[src/rtl/serial_audio_encoder_if.sv]
// Sample stream into the serial audio encoder: one { is_left, audio } word per handshake.
// i_ready is a function of i_is_left only, so a source may present a word and wait for it.
interface serial_audio_encoder_if #(
    parameter int audio_width = 16
);
    logic                   i_valid;
    logic                   i_ready;
    logic                   i_is_left;
    logic [audio_width-1:0] i_audio;

    modport master (
        output i_valid,
        output i_is_left,
        output i_audio,
        input  i_ready
    );

    modport slave (
        input  i_valid,
        input  i_is_left,
        input  i_audio,
        output i_ready
    );
endinterface

[src/rtl/serial_audio_encoder.sv]
// I2S / left-justified serial audio master; optional SERIAL_AUDIO_ENCODER_HOLD_LAST_EN repeats the last word on underrun.
// Latency: a sample accepted >= 1 cycle before its channel's load edge is output in that slot (MSB at p=0 LJ, p=1 I2S).
// Backpressure: one holding register per channel; i_ready drops for a channel while its register is full.
module serial_audio_encoder #(
    parameter int audio_width = 16,
    parameter int slot_width  = 32
) (
    input  logic                  sclk,
    input  logic                  nreset,
    input  logic                  is_i2s,
    input  logic                  lrclk_polarity,
    serial_audio_encoder_if.slave in_if,
    output logic                  lrclk,
    output logic                  sdout,
    output logic                  is_underrun
);
    localparam int pw = (slot_width > 1) ? $clog2(slot_width) : 1;

    generate
        if (slot_width < audio_width + 1) begin : g_bad_slot_width
            $error("serial_audio_encoder: slot_width must be >= audio_width+1");
        end
    endgenerate

    logic [pw-1:0]          pos;
    logic                   started;
    logic                   cur_right;
    logic                   i2s_q;
    logic                   pol_q;
    logic                   full_l;
    logic                   full_r;
    logic [audio_width-1:0] hold_l;
    logic [audio_width-1:0] hold_r;
    logic [audio_width-1:0] shreg;
`ifdef SERIAL_AUDIO_ENCODER_HOLD_LAST_EN
    logic [audio_width-1:0] last_l;
    logic [audio_width-1:0] last_r;
`endif

    logic                   accept_l;
    logic                   accept_r;
    logic                   load;
    logic                   load_right;
    logic                   load_full;
    logic [audio_width-1:0] hold_word;
    logic [audio_width-1:0] word;
    logic                   mode_i2s;
    logic                   mode_pol;

    assign in_if.i_ready = in_if.i_is_left ? !full_l : !full_r;
    assign accept_l      = in_if.i_valid && in_if.i_ready && in_if.i_is_left;
    assign accept_r      = in_if.i_valid && in_if.i_ready && !in_if.i_is_left;

    // Before the first load edge 'started' is low: that edge opens a left slot of zeros, never an underrun.
    always_comb begin
        load       = !started || (pos == pw'(slot_width - 1));
        load_right = started && !cur_right;
        load_full  = load_right ? full_r : full_l;
        hold_word  = load_right ? hold_r : hold_l;
        mode_i2s   = (load && !load_right) ? is_i2s : i2s_q;
        mode_pol   = (load && !load_right) ? lrclk_polarity : pol_q;
        if (!started) begin
            word = '0;
        end else if (load_full) begin
            word = hold_word;
        end else begin
`ifdef SERIAL_AUDIO_ENCODER_HOLD_LAST_EN
            word = load_right ? last_r : last_l;
`else
            word = '0;
`endif
        end
    end

    always_ff @(posedge sclk) begin
        if (!nreset) begin
            pos         <= '0;
            started     <= 1'b0;
            cur_right   <= 1'b0;
            i2s_q       <= is_i2s;
            pol_q       <= lrclk_polarity;
            full_l      <= 1'b0;
            full_r      <= 1'b0;
            hold_l      <= '0;
            hold_r      <= '0;
            shreg       <= '0;
            lrclk       <= lrclk_polarity;
            sdout       <= 1'b0;
            is_underrun <= 1'b0;
`ifdef SERIAL_AUDIO_ENCODER_HOLD_LAST_EN
            last_l      <= '0;
            last_r      <= '0;
`endif
        end else begin
            started <= 1'b1;
            // A same-edge accept into the channel being loaded lands after the clear: it waits for the next slot.
            full_l  <= (full_l && !(load && started && !load_right)) || accept_l;
            full_r  <= (full_r && !(load && load_right)) || accept_r;
            if (accept_l) begin
                hold_l <= in_if.i_audio;
            end
            if (accept_r) begin
                hold_r <= in_if.i_audio;
            end
            if (load) begin
                pos         <= '0;
                cur_right   <= load_right;
                i2s_q       <= mode_i2s;
                pol_q       <= mode_pol;
                lrclk       <= load_right ^ mode_pol;
                is_underrun <= started && !load_full;
                if (mode_i2s) begin
                    sdout <= 1'b0;
                    shreg <= word;
                end else begin
                    sdout <= word[audio_width-1];
                    shreg <= {word[audio_width-2:0], 1'b0};
                end
`ifdef SERIAL_AUDIO_ENCODER_HOLD_LAST_EN
                if (started && load_full) begin
                    if (load_right) begin
                        last_r <= hold_word;
                    end else begin
                        last_l <= hold_word;
                    end
                end
`endif
            end else begin
                pos         <= pos + 1'b1;
                is_underrun <= 1'b0;
                sdout       <= shreg[audio_width-1];
                shreg       <= {shreg[audio_width-2:0], 1'b0};
            end
        end
    end
endmodule

[src/flat_wrapper.sv]
// flat-port wrapper written by rule: the top's interface ports become plain ports
module serial_audio_encoder_flat 
#(
    parameter int audio_width = 16,
    parameter int slot_width  = 32
)
  (sclk, nreset, is_i2s, lrclk_polarity, lrclk, sdout, is_underrun, in_if_i_valid, in_if_i_is_left, in_if_i_audio, in_if_i_ready);
  serial_audio_encoder_if #(.audio_width(audio_width)) in_if_i ();
  input  logic sclk;
  input  logic nreset;
  input  logic is_i2s;
  input  logic lrclk_polarity;
  output logic lrclk;
  output logic sdout;
  output logic is_underrun;
  input wire logic [$bits(in_if_i.i_valid)-1:0] in_if_i_valid;
  input wire logic [$bits(in_if_i.i_is_left)-1:0] in_if_i_is_left;
  input wire logic [$bits(in_if_i.i_audio)-1:0] in_if_i_audio;
  output wire logic [$bits(in_if_i.i_ready)-1:0] in_if_i_ready;
  assign in_if_i.i_valid = in_if_i_valid;
  assign in_if_i.i_is_left = in_if_i_is_left;
  assign in_if_i.i_audio = in_if_i_audio;
  assign in_if_i_ready = in_if_i.i_ready;
  serial_audio_encoder #(.audio_width(audio_width), .slot_width(slot_width)) u_core (.sclk(sclk), .nreset(nreset), .is_i2s(is_i2s), .lrclk_polarity(lrclk_polarity), .in_if(in_if_i), .lrclk(lrclk), .sdout(sdout), .is_underrun(is_underrun));
endmodule
[config.mk]
export PLATFORM = sky130hd
export DESIGN_NAME = serial_audio_encoder_flat
export DESIGN_NICKNAME = d
export VERILOG_FILES = /design/src/rtl/serial_audio_encoder_if.sv /design/src/rtl/serial_audio_encoder.sv /design/src/flat_wrapper.sv
export SDC_FILE = /design/constraint.sdc
export NUM_CORES = 1
export LEC_CHECK = 0
export BUFFER_PORTS_ARGS = -buffer_cell sky130_fd_sc_hd__buf_4
export CORE_MARGIN = 2
export CORE_UTILIZATION = 35
export DETAILED_ROUTE_END_ITERATION = 10
export SYNTH_ARGS = -nofsm -noshare
export SYNTH_HDL_FRONTEND = slang
export SYNTH_SLANG_ARGS = --single-unit
[constraint.sdc]
create_clock -name sclk -period 5.06 [get_ports sclk]
set_input_delay 0.506 -clock sclk [delete_from_list [all_inputs] [get_ports sclk]]
set_output_delay 0.506 -clock sclk [all_outputs]
set_load 0.01 [all_outputs]
==> flow_summary.rst <==
.. list-table::
   :header-rows: 1

   * - Metric
     - Value
   * - Net count of the finished layout
     - 365
   * - Crit Path Max Fanout
     - 19
   * - Sequential area share after synthesis
     - 46.12%
   * - Die area
     - 8602 um2
   * - Mean post-synth cell area
     - 8.429 um2
   * - Min-delay worst type
     - in2reg
   * - Start-to-end type of the worst setup path
     - reg2reg
   * - Synth Net Count
     - 351
   * - Share of post-route cells with drive strength above 1
     - 14.16%
   * - Predominant post-synthesis flop cell
     - sky130_fd_sc_hd__dfxtp_1
   * - Crit path DAT
     - 2.38 ns
   * - Site Rows
     - 32
   * - Number of buffers added to fix hold violations after cts
     - 0
   * - Number of H-tree levels
     - 3
   * - Fraction of the core area covered by cells at the end of the flow
     - 41.08%
   * - Proportion of netlist area held by the largest area contributor
     - 42.85%
   * - Floorplan core area
     - 7687 um2
   * - Setup crit start kind
     - register
   * - Synth async-reset ratio
     - 0%
   * - Post-detail-place hpwl
     - 3902 um
   * - Max Transition Viols Final
     - 0
   * - Dominant cells by area after synthesis
     - sky130_fd_sc_hd__dfxtp_1, sky130_fd_sc_hd__nand2_1, sky130_fd_sc_hd__a21boi_0
   * - Capturing element type of the critical path
     - register
   * - WL final
     - 5985 um
   * - Horizontal extent of the die
     - 92.75 um
   * - VDD IR max
     - 0.1251 mV
   * - Number of antenna violations at the first check in global routing
     - 0
   * - Post-route cell area
     - 3158 um2
   * - Die Span Y
     - 92.75 um
   * - First-pass detailed-route iteration total
     - 4
   * - Clock-pin slew of the registers on the worst-case setup and hold paths
     - 0.07 ns
   * - Number of instances resized during post-cts repair
     - 0
   * - Relative slew margins
     - 43.75%
   * - Fin crit period
     - 2.351 ns
   * - Worst hold slack across all endpoints
     - 0.4205 ns
   * - TritonCTS Buffers
     - 9
   * - Via count
     - 2208
   * - Leading cell type by number of instances after synthesis
     - sky130_fd_sc_hd__nand2_1
   * - Final count of hold timing violations
     - 0
   * - Residual overflow from global routing
     - 0
   * - Power density over the cells
     - 332.6 nW/um2
   * - Final sum of negative setup slack
     - 0 ns
   * - Diode insertion count for antenna repair
     - 0
   * - Post-CTS repair timing setup buffer count
     - 0
   * - EDFF count, synth
     - 3
   * - Synth Register Bits
     - 62
   * - Area added between synthesis and finish
     - 14.57%
   * - Buffer cell driving the clock tree root
     - sky130_fd_sc_hd__clkbuf_8
   * - Top cells by instance count after synthesis
     - sky130_fd_sc_hd__nand2_1, sky130_fd_sc_hd__dfxtp_1, sky130_fd_sc_hd__a21boi_0
   * - Unrepaired setup endpoints after global routing
     - false
   * - Fill cell total of the finished layout
     - 823
   * - Max-capacitance violation count
     - 0
   * - Worst clock skew on the final layout
     - 0.006640 ns
   * - Via count of the first global-routing pass
     - 2237
   * - Period utilisation layout
     - 46.45%
   * - Pin count of the biggest net entering global routing
     - 47
   * - Vias per cell
     - 4.929
   * - Count of warnings emitted by yosys
     - 0
   * - Number of ports placed on the die boundary
     - 26
   * - Global-route wire length before repair
     - 10380 um
   * - Number of buffers between clock root and the deepest sink
     - 2
   * - Synthesized netlist cell count
     - 327
   * - Routed length per instance
     - 13.36 um
   * - Max Clock Freq
     - 425.4 MHz
   * - Static Leak
     - 1.165 nW
   * - Number of DRC violations after detailed routing
     - 0
   * - Netlist area before placement
     - 2756 um2
   * - Worst Tran Pin Value
     - 0.8426 ns
   * - Initial core utilization
     - 35.86%
   * - Clk sink count
     - 62
   * - Data required time of the critical path
     - 5.09 ns
   * - Clock tree from TritonCTS
     - yes
   * - Number of library cell types mapped by synthesis
     - 45
   * - Number of DRC markers after the initial detailed-route iteration
     - 168
   * - Synth area leader
     - sky130_fd_sc_hd__dfxtp_1
   * - Post-detailed-placement cell area
     - 2948 um2
   * - Global routing usage summed across all routing layers
     - 15.37%
   * - Overall power consumption
     - 1.050 mW
   * - Worst skew pair latency
     - 0.33 ns
   * - Run status
     - complete, no violations
   * - Number of routed nets with antenna violations
     - 0
   * - GP Congestion
     - 0.7649
   * - Final setup violation count
     - 0
   * - Port Buf Inserts
     - 25
[layer usage]
layer / GRT usage (%) / routed length (um) / part of all wire, % / up-vias
met5: 0 / 0 / 0 / -
met4: 7.108 / 105 / 1.8 / 0
met3: 2.929 / 166 / 2.8 / 9
met2: 26.22 / 2858 / 48 / 28
met1: 18.72 / 2854 / 48 / 1030
li1: - / - / - / 1141
[final cells by class]
| cell class | count | area (um2) | area share [%] |
|---|---|---|---|
| Multi-Input combinational cell | 240 | 1346 | 42.63 |
| Sequential cell | 62 | 1271 | 40.25 |
| Timing Repair Buffer | 26 | 195.2 | 6.181 |
| Clock buffer | 13 | 170.2 | 5.388 |
| Tap cell | 102 | 127.6 | 4.041 |
| Clock inverter | 3 | 40.04 | 1.268 |
| Inverter | 2 | 7.507 | 0.2377 |
[per-stage QoR]
step,std cells,worst slack (ns)
finish,448,2.709
global route,448,2.521
CTS,448,2.707
detailed placement,432,2.706
global placement,432,2.793
floorplan,327,3.193
[path summary, 6_finish.rpt]
kind / from / end / slack, ns / depth (start not counted)
worst min-delay path: in_if_i_audio[14] / u_core.hold_r[14]$_SDFFE_PN0P_ / 0.42 / 3
worst min register to register: u_core.shreg[2]$_SDFF_PN0_ / u_core.shreg[3]$_SDFF_PN0_ / 0.42 / 2
worst max register to register: u_core.pos[0]$_SDFF_PP0_ / u_core.i2s_q$_DFFE_PP_ / 2.71 / 5
worst max-delay path: u_core.pos[0]$_SDFF_PP0_ / u_core.i2s_q$_DFFE_PP_ / 2.71 / 5
[where the power goes]
part | switching (mW) | internal, mW
Combinational | 0.0374 | 0.0300
Clock | 0.187 | 0.270
Sequential | 0.0169 | 0.509
Total | 0.242 | 0.809
[cells by family after synthesis]
family	share of synthesized area, %
mux	1.180
flops	46.12
simple gates	24.56
compound gates	21.24
xor+xnor	0.9534
fa+ha+maj	0.9077
buf+inv	5.038
[state kept, by name (all words and copies together), names as in the netlist, 5 cells and up]
name / count
u_core.shreg: 16
u_core.hold_l: 16
u_core.pos: 5
u_core.hold_r: 16
[worst max-delay path, stage by stage (launching register included)]
cell,delay [ns]
sky130_fd_sc_hd__dfxtp_1,0.32
sky130_fd_sc_hd__ha_1,0.22
sky130_fd_sc_hd__and3_1,0.19
sky130_fd_sc_hd__ha_1,0.35
sky130_fd_sc_hd__and3b_1,0.69
sky130_fd_sc_hd__inv_1,0.27
[layout by cell type, fill, tap and decap left out, types with 3 or more instances in the layout]
cell	netlist	routed
sky130_fd_sc_hd__nand2_1	100	100
sky130_fd_sc_hd__o21ai_0	19	19
sky130_fd_sc_hd__and3_1	4	4
sky130_fd_sc_hd__o21ai_1	3	3
sky130_fd_sc_hd__o221ai_1	3	3
sky130_fd_sc_hd__nand3_1	16	16
sky130_fd_sc_hd__a21boi_0	20	20
sky130_fd_sc_hd__nor2b_1	4	4
sky130_fd_sc_hd__buf_4	1	26
sky130_fd_sc_hd__dfxtp_1	59	59
sky130_fd_sc_hd__nor2_1	10	10
sky130_fd_sc_hd__edfxtp_1	3	3
sky130_fd_sc_hd__and3b_1	4	4
sky130_fd_sc_hd__clkbuf_8	0	10
sky130_fd_sc_hd__a21boi_1	14	14
sky130_fd_sc_hd__and2_1	4	4
sky130_fd_sc_hd__a22oi_1	9	9
Power figures use the tool's default switching activity.
